<file path="src/rtl/pq_req_arbiter.sv">
// Serialises per-core enqueues and dispatcher dequeues onto the single heap port pair.
// Each core has one holding register; strobes are spaced by a fixed gap counter.
module pq_req_arbiter #(
  parameter int NCORES     = 4,
  parameter int DWIDTH     = 32,
  parameter int GAP_CYCLES = 1
) (
  input  logic                     clk,
  input  logic                     rst,
  input  logic [NCORES-1:0]        enq_valid,
  input  logic [NCORES*DWIDTH-1:0] enq_data,
  output logic [NCORES-1:0]        enq_ready,
  input  logic                     deq_req,
  output logic                     deq_ack,
  output logic [DWIDTH-1:0]        deq_data,
  output logic                     pq_enq,
  output logic                     pq_deq,
  output logic [DWIDTH-1:0]        pq_inp_data,
  input  logic [DWIDTH-1:0]        pq_out_data,
  input  logic                     pq_full,
  input  logic                     pq_empty
);

  // state    | meaning
  // ST_ISSUE | decision cycle: pick DEQ, ENQ or nothing
  // ST_WAIT  | strobe issued, gap counter running down to the next decision
  localparam int PW = (NCORES > 1) ? $clog2(NCORES) : 1;
  localparam int CW = (GAP_CYCLES > 0) ? $clog2(GAP_CYCLES + 1) : 1;

  typedef enum logic {ST_ISSUE, ST_WAIT} state_t;
  typedef enum logic {OP_ENQ, OP_DEQ} op_t;

  state_t              r_state;
  state_t              w_state_nxt;
  logic [CW-1:0]       r_cnt;
  logic [CW-1:0]       w_cnt_nxt;
  logic [NCORES-1:0]   r_held;
  logic [DWIDTH-1:0]   r_hold_data [NCORES];
  logic [PW-1:0]       r_rr_ptr;
  op_t                 r_last_op;
  logic                r_deq_pending;
  logic                r_pq_enq;
  logic                r_pq_deq;
  logic [DWIDTH-1:0]   r_pq_inp_data;
  logic                r_deq_ack;
  logic [DWIDTH-1:0]   r_deq_data;

  logic                w_deq_elig;
  logic                w_enq_elig;
  logic                w_issue_enq;
  logic                w_issue_deq;
  logic [PW-1:0]       w_grant_idx;
  logic                w_grant_found;
  logic [PW:0]         w_scan;
  logic [PW:0]         w_rr_inc;
  logic [PW-1:0]       w_rr_nxt;

  assign w_deq_elig = deq_req && !pq_empty && !r_deq_pending;
  assign w_enq_elig = (|r_held) && !pq_full;

  // Round-robin search: first held core at or after r_rr_ptr, wrapping.
  always_comb begin
    w_grant_idx   = '0;
    w_grant_found = 1'b0;
    w_scan        = '0;
    for (int k = 0; k < NCORES; k++) begin
      w_scan = {1'b0, r_rr_ptr} + (PW+1)'(k);
      if (w_scan >= (PW+1)'(NCORES)) begin
        w_scan = w_scan - (PW+1)'(NCORES);
      end
      if (!w_grant_found && r_held[w_scan[PW-1:0]]) begin
        w_grant_idx   = w_scan[PW-1:0];
        w_grant_found = 1'b1;
      end
    end
  end

  always_comb begin
    w_rr_inc = {1'b0, w_grant_idx} + (PW+1)'(1);
    w_rr_nxt = w_rr_inc[PW-1:0];
    if (w_rr_inc >= (PW+1)'(NCORES)) begin
      w_rr_nxt = '0;
    end
  end

  always_ff @(posedge clk) begin
    if (rst) begin
      r_state <= ST_ISSUE;
      r_cnt   <= '0;
    end else begin
      r_state <= w_state_nxt;
      r_cnt   <= w_cnt_nxt;
    end
  end

  // On a tie the op opposite to the previous one wins, giving strict alternation.
  always_comb begin
    w_state_nxt = r_state;
    w_cnt_nxt   = r_cnt;
    w_issue_enq = 1'b0;
    w_issue_deq = 1'b0;
    case (r_state)
      ST_ISSUE: begin
        if (w_deq_elig && (!w_enq_elig || (r_last_op == OP_ENQ))) begin
          w_issue_deq = 1'b1;
        end else if (w_enq_elig) begin
          w_issue_enq = 1'b1;
        end
        if (w_issue_enq || w_issue_deq) begin
          w_state_nxt = ST_WAIT;
          w_cnt_nxt   = CW'(GAP_CYCLES);
        end
      end
      ST_WAIT: begin
        w_cnt_nxt = r_cnt - CW'(1);
        if (r_cnt == CW'(1)) begin
          w_state_nxt = ST_ISSUE;
        end
      end
      default: begin
        w_state_nxt = ST_ISSUE;
        w_cnt_nxt   = '0;
      end
    endcase
  end

  always_ff @(posedge clk) begin
    if (rst) begin
      r_held        <= '0;
      r_rr_ptr      <= '0;
      r_last_op     <= OP_ENQ;
      r_deq_pending <= 1'b0;
      r_pq_enq      <= 1'b0;
      r_pq_deq      <= 1'b0;
      r_pq_inp_data <= '0;
      r_deq_ack     <= 1'b0;
      r_deq_data    <= '0;
      for (int i = 0; i < NCORES; i++) begin
        r_hold_data[i] <= '0;
      end
    end else begin
      r_pq_enq  <= w_issue_enq;
      r_pq_deq  <= w_issue_deq;
      r_deq_ack <= r_pq_deq;
      if (r_pq_deq) begin
        r_deq_data <= pq_out_data;
      end
      if (w_issue_enq) begin
        r_pq_inp_data <= r_hold_data[w_grant_idx];
        r_rr_ptr      <= w_rr_nxt;
        r_last_op     <= OP_ENQ;
      end
      if (w_issue_deq) begin
        r_last_op     <= OP_DEQ;
        r_deq_pending <= 1'b1;
      end else if (r_deq_ack) begin
        r_deq_pending <= 1'b0;
      end
      // A granted slot reads as not-ready this cycle, so a same-cycle valid waits one cycle.
      for (int i = 0; i < NCORES; i++) begin
        if (w_issue_enq && (w_grant_idx == PW'(i))) begin
          r_held[i] <= 1'b0;
        end else if (enq_valid[i] && !r_held[i]) begin
          r_held[i]      <= 1'b1;
          r_hold_data[i] <= enq_data[i*DWIDTH +: DWIDTH];
        end
      end
    end
  end

  assign enq_ready   = ~r_held;
  assign deq_ack     = r_deq_ack;
  assign deq_data    = r_deq_data;
  assign pq_enq      = r_pq_enq;
  assign pq_deq      = r_pq_deq;
  assign pq_inp_data = r_pq_inp_data;

endmodule

</file>
<file path="config.mk">
export PLATFORM = sky130hd
export DESIGN_NAME = pq_req_arbiter
export DESIGN_NICKNAME = d
export VERILOG_FILES = /design/src/rtl/pq_req_arbiter.sv
export SDC_FILE = /design/constraint.sdc
export NUM_CORES = 1
export LEC_CHECK = 0
export BUFFER_PORTS_ARGS = -buffer_cell sky130_fd_sc_hd__buf_2
export CAP_MARGIN = 20
export CORE_ASPECT_RATIO = 0.8
export CORE_UTILIZATION = 40
export DETAILED_ROUTE_END_ITERATION = 10
export GPL_ROUTABILITY_DRIVEN = 0
export GPL_TIMING_DRIVEN = 1
export HOLD_SLACK_MARGIN = 0.05
export PLACE_DENSITY = 0.75
export REMOVE_ABC_BUFFERS = 1
export SYNTH_ARGS = -nofsm -noshare
export SYNTH_HDL_FRONTEND = slang
export SYNTH_SLANG_ARGS = --single-unit
</file>
<file path="constraint.sdc">
create_clock -name clk -period 8.6 [get_ports clk]
set_input_delay 1.72 -clock clk [delete_from_list [all_inputs] [get_ports clk]]
set_output_delay 1.72 -clock clk [all_outputs]
set_load 0.02 [all_outputs]
</file>
==> flow_metrics.env <==
export IMPL_syn_area_um2=8460
export IMPL_final_nets=1097
export IMPL_clkSlewWorstSetupHoldPaths_ns=0.06
export IMPL_ir_worst_vdd_mv=0.166
export IMPL_crit_arrival_ns=1.81
export IMPL_start_util_pct=40.9
export IMPL_gr_usage_all_layers_pct=20.1
export IMPL_routed_wl_mm=21.8
export IMPL_fin_crit_sh_pct=41.0
export IMPL_power_leakage_nw=4.51
export IMPL_cp_required_ns=6.88
export IMPL_yosys_area_share_simple_pct=17.1
export IMPL_p_per_area_nw_per_um2=219
export IMPL_grt_pass1_vias=5966
export IMPL_tns_ns=0
export IMPL_ys_seq_area_share_pct=63.7
export IMPL_drtIter0Drc=385
export IMPL_avgSynthCellArea_um2=12.1
export IMPL_io_pins=240
export IMPL_die_w_um=165
export IMPL_synthCells=700
export IMPL_crit_type="flop to output pin"
export IMPL_cts_buffer_depth=3
export IMPL_synthTopCellsByArea="edfxtp_1, dfxtp_1, and2_1, mux2i_1, a21o_1"
export IMPL_antenna_found_initial=2
export IMPL_drtPass1Iterations=5
export IMPL_fin_area_um2=10700
export IMPL_status="finished, final reports clean"
export IMPL_cts_buffers=22
export IMPL_wire_per_inst_um=18.0
export IMPL_yosysWarnings=0
export IMPL_synth_xor_area_share_pct=0
export IMPL_synth_top_cell_area_share_pct=45.4
export IMPL_stdcell_count=1214
export IMPL_synth_mux_area_share_pct=7.69
export IMPL_drc=0
export IMPL_synth_compound_area_share_pct=8.90
export IMPL_fin_crit_ns=3.53
export IMPL_vias=6087
export IMPL_layout_area_overhead_vs_synth_pct=26.2
export IMPL_worstMarginPinSlew_ns=1.05
export IMPL_rows=47
export IMPL_synthAdderAreaFrac_pct=0.148
export IMPL_crit_buf_inv=1
export IMPL_worstSetupEndpointType="output pin"
export IMPL_clock_sinks=205
export IMPL_crit_family="flip-flops"
export IMPL_fmax_mhz=283
export IMPL_synth_seq_cells=205
export IMPL_finClkSkew_ns=0.00884
export IMPL_clockRootBuffer="clkbuf_16"
export IMPL_maxSlewViolCount=0
export IMPL_maxCapViolCount=0
export IMPL_dieArea_um2=21700
export IMPL_fin_total_pwr_mw=2.34
export IMPL_viasPerCell=5.01
export IMPL_hold_viol_final=0
export IMPL_start_kind="flop"
export IMPL_die_h_um=132
export IMPL_placed_area_um2=10000
export IMPL_relSlewSlack_pct=29.8
export IMPL_crit_slowest_cell="dfxtp_2"
export IMPL_port_buffer_count=239
export IMPL_cts_tree="yes"
export IMPL_hold_class="flop to flop"
export IMPL_synth_top_family_by_area="simple AND/OR/NAND/NOR gates"
export IMPL_overflow=0
export IMPL_rsz0062_at_grt="no"
export IMPL_synth_area_leader_cell="edfxtp_1"
export IMPL_hold_buffers=0
export IMPL_setup_viol=0
export IMPL_drtAntennaViolNets=0
export IMPL_placed_cells=1172
export IMPL_htree_num_levels=1
export IMPL_dp_hpwl_mm=14.7
export IMPL_clk_insertion_delay_late_ns=0.50
export IMPL_grt_max_degree=50
export IMPL_layout_drive_gt1_share_pct=31.1
export IMPL_core_um2=20700
export IMPL_cts_setup_buffers=0
export IMPL_cp_max_fo=34
export IMPL_ctsResizeCount=0
export IMPL_grt_first_pass_wirelength_mm=33.2
export IMPL_synth_cell_types=35
export IMPL_crit_chain="buf_2"
export IMPL_critPathMaxStageDelay_ns=0.98
stage by stage:
| stage | utilization [%] | hold WS, ns | setup slack [ns] |
|---|---|---|---|
| 2_1_floorplan | - | 0.456 | 4.00 |
| 3_3_place_gp | 48.0 | 0.461 | 4.72 |
| 6_report | 51.6 | 0.475 | 5.07 |
| 5_1_grt | 51.6 | 0.508 | 4.93 |
| 4_1_cts | 51.5 | 0.480 | 5.05 |
| 3_5_place_dp | 48.4 | 0.465 | 4.65 |
Yosys cell counts:
library cell / n
nor4_2: 2
or4b_1: 1
dfxtp_1: 77
and2_1: 130
o221ai_1: 1
nand3b_1: 1
nor2b_1: 6
a2111oi_4: 1
inv_1: 7
o211ai_1: 31
mux2i_1: 65
nand2_1: 42
a311oi_1: 1
a21oi_1: 2
nand3_1: 31
o31a_1: 1
nor3_1: 3
buf_2: 7
ha_1: 1
a211o_1: 1
nor3b_2: 1
buf_1: 4
o21ai_0: 31
edfxtp_1: 128
nor4b_2: 1
nand2b_1: 1
or4_1: 1
a211oi_1: 4
a21o_1: 31
nor2_4: 1
o2111ai_1: 1
o21ai_1: 2
nor2_1: 46
clkbuf_1: 36
o41a_1: 1
sequential cells by signal, summed over array words and instances, names as in the netlist:
register and flops:
r_hold_data 128, deq_data 32, pq_inp_data 32, r_held 4
r_rr_ptr 2, deq_ack 1, pq_deq 1, pq_enq 1
r_cnt 1, r_deq_pending 1, r_last_op 1, r_state 1
layer usage:
layer	GRT usage, %	up-vias	routed length [um]
met3	4.06	31	1450
met4	5.05	0	440
met1	28.0	2910	9800
li1	-	2931	-
met2	31.9	215	10100
met5	0	-	0
power breakdown:
group	internal, mW	total [mW]	leakage, nW	switching, mW
registers	1.13	1.16	2.01	0.0343
clock network	0.500	0.864	0.314	0.364
logic	0.122	0.315	2.19	0.193
cells by family (layout without fill, tap and decap cells):
| kind of cell | count (synthesis) | count (layout) |
|---|---|---|
| mux | 65 | 65 |
| simple gates | 267 | 267 |
| fa+ha+maj | 1 | 1 |
| flops | 205 | 205 |
| buf+inv | 54 | 297 |
| compound gates | 108 | 108 |
| other cells | 0 | 2 |
cells in the final DEF, fill, tap and decap left out, types with 2 or more instances in the layout:
| cell | Yosys | routed |
|---|---|---|
| nor3_1 | 3 | 2 |
| o21ai_0 | 31 | 31 |
| dfxtp_1 | 77 | 76 |
| a21o_1 | 31 | 31 |
| and2_1 | 130 | 130 |
| edfxtp_1 | 128 | 128 |
| clkbuf_8 | 0 | 2 |
| nor2_1 | 46 | 42 |
| nor2_4 | 1 | 2 |
| nand3_1 | 31 | 31 |
| nor2_2 | 0 | 3 |
| nand2_1 | 42 | 39 |
| o211ai_1 | 31 | 31 |
| nor2b_1 | 6 | 6 |
| diode_2 | 0 | 2 |
| a21oi_1 | 2 | 2 |
| a211oi_1 | 4 | 4 |
| buf_4 | 0 | 8 |
| mux2i_1 | 65 | 65 |
| inv_1 | 7 | 7 |
| clkbuf_16 | 0 | 22 |
| nand2_2 | 0 | 3 |
| buf_2 | 7 | 239 |
| clkbuf_1 | 36 | 13 |
| buf_16 | 0 | 2 |
path summary, 6_finish.rpt:
kind / startpoint / to / slack [ns] / cells past startpoint
worst max-delay path: pq_deq$_SDFF_PP0_ / pq_deq / 5.07 / 1
worst min-delay path: pq_inp_data[20]$_SDFFE_PP0N_ / pq_inp_data[20]$_SDFFE_PP0N_ / 0.48 / 2
worst max register to register: r_held[0]$_SDFFE_PP0P_ / r_hold_data[2][28]$_SDFFCE_PN0P_ / 5.60 / 7
worst min register to register: pq_inp_data[20]$_SDFFE_PP0N_ / pq_inp_data[20]$_SDFFE_PP0N_ / 0.48 / 2
final cells by class:
cell class / count / area [um^2]
well taps: 269 / 337
fillers: 1856 / 10000
clock buffers: 38 / 634
flip-flops and latches: 205 / 5390
inverters: 7 / 26.3
repair buffers: 250 / 1330
multi-input cells: 441 / 2940
diodes: 2 / 5.00
clock inverters: 2 / 20.0
(Power assumes the default switching activity.)
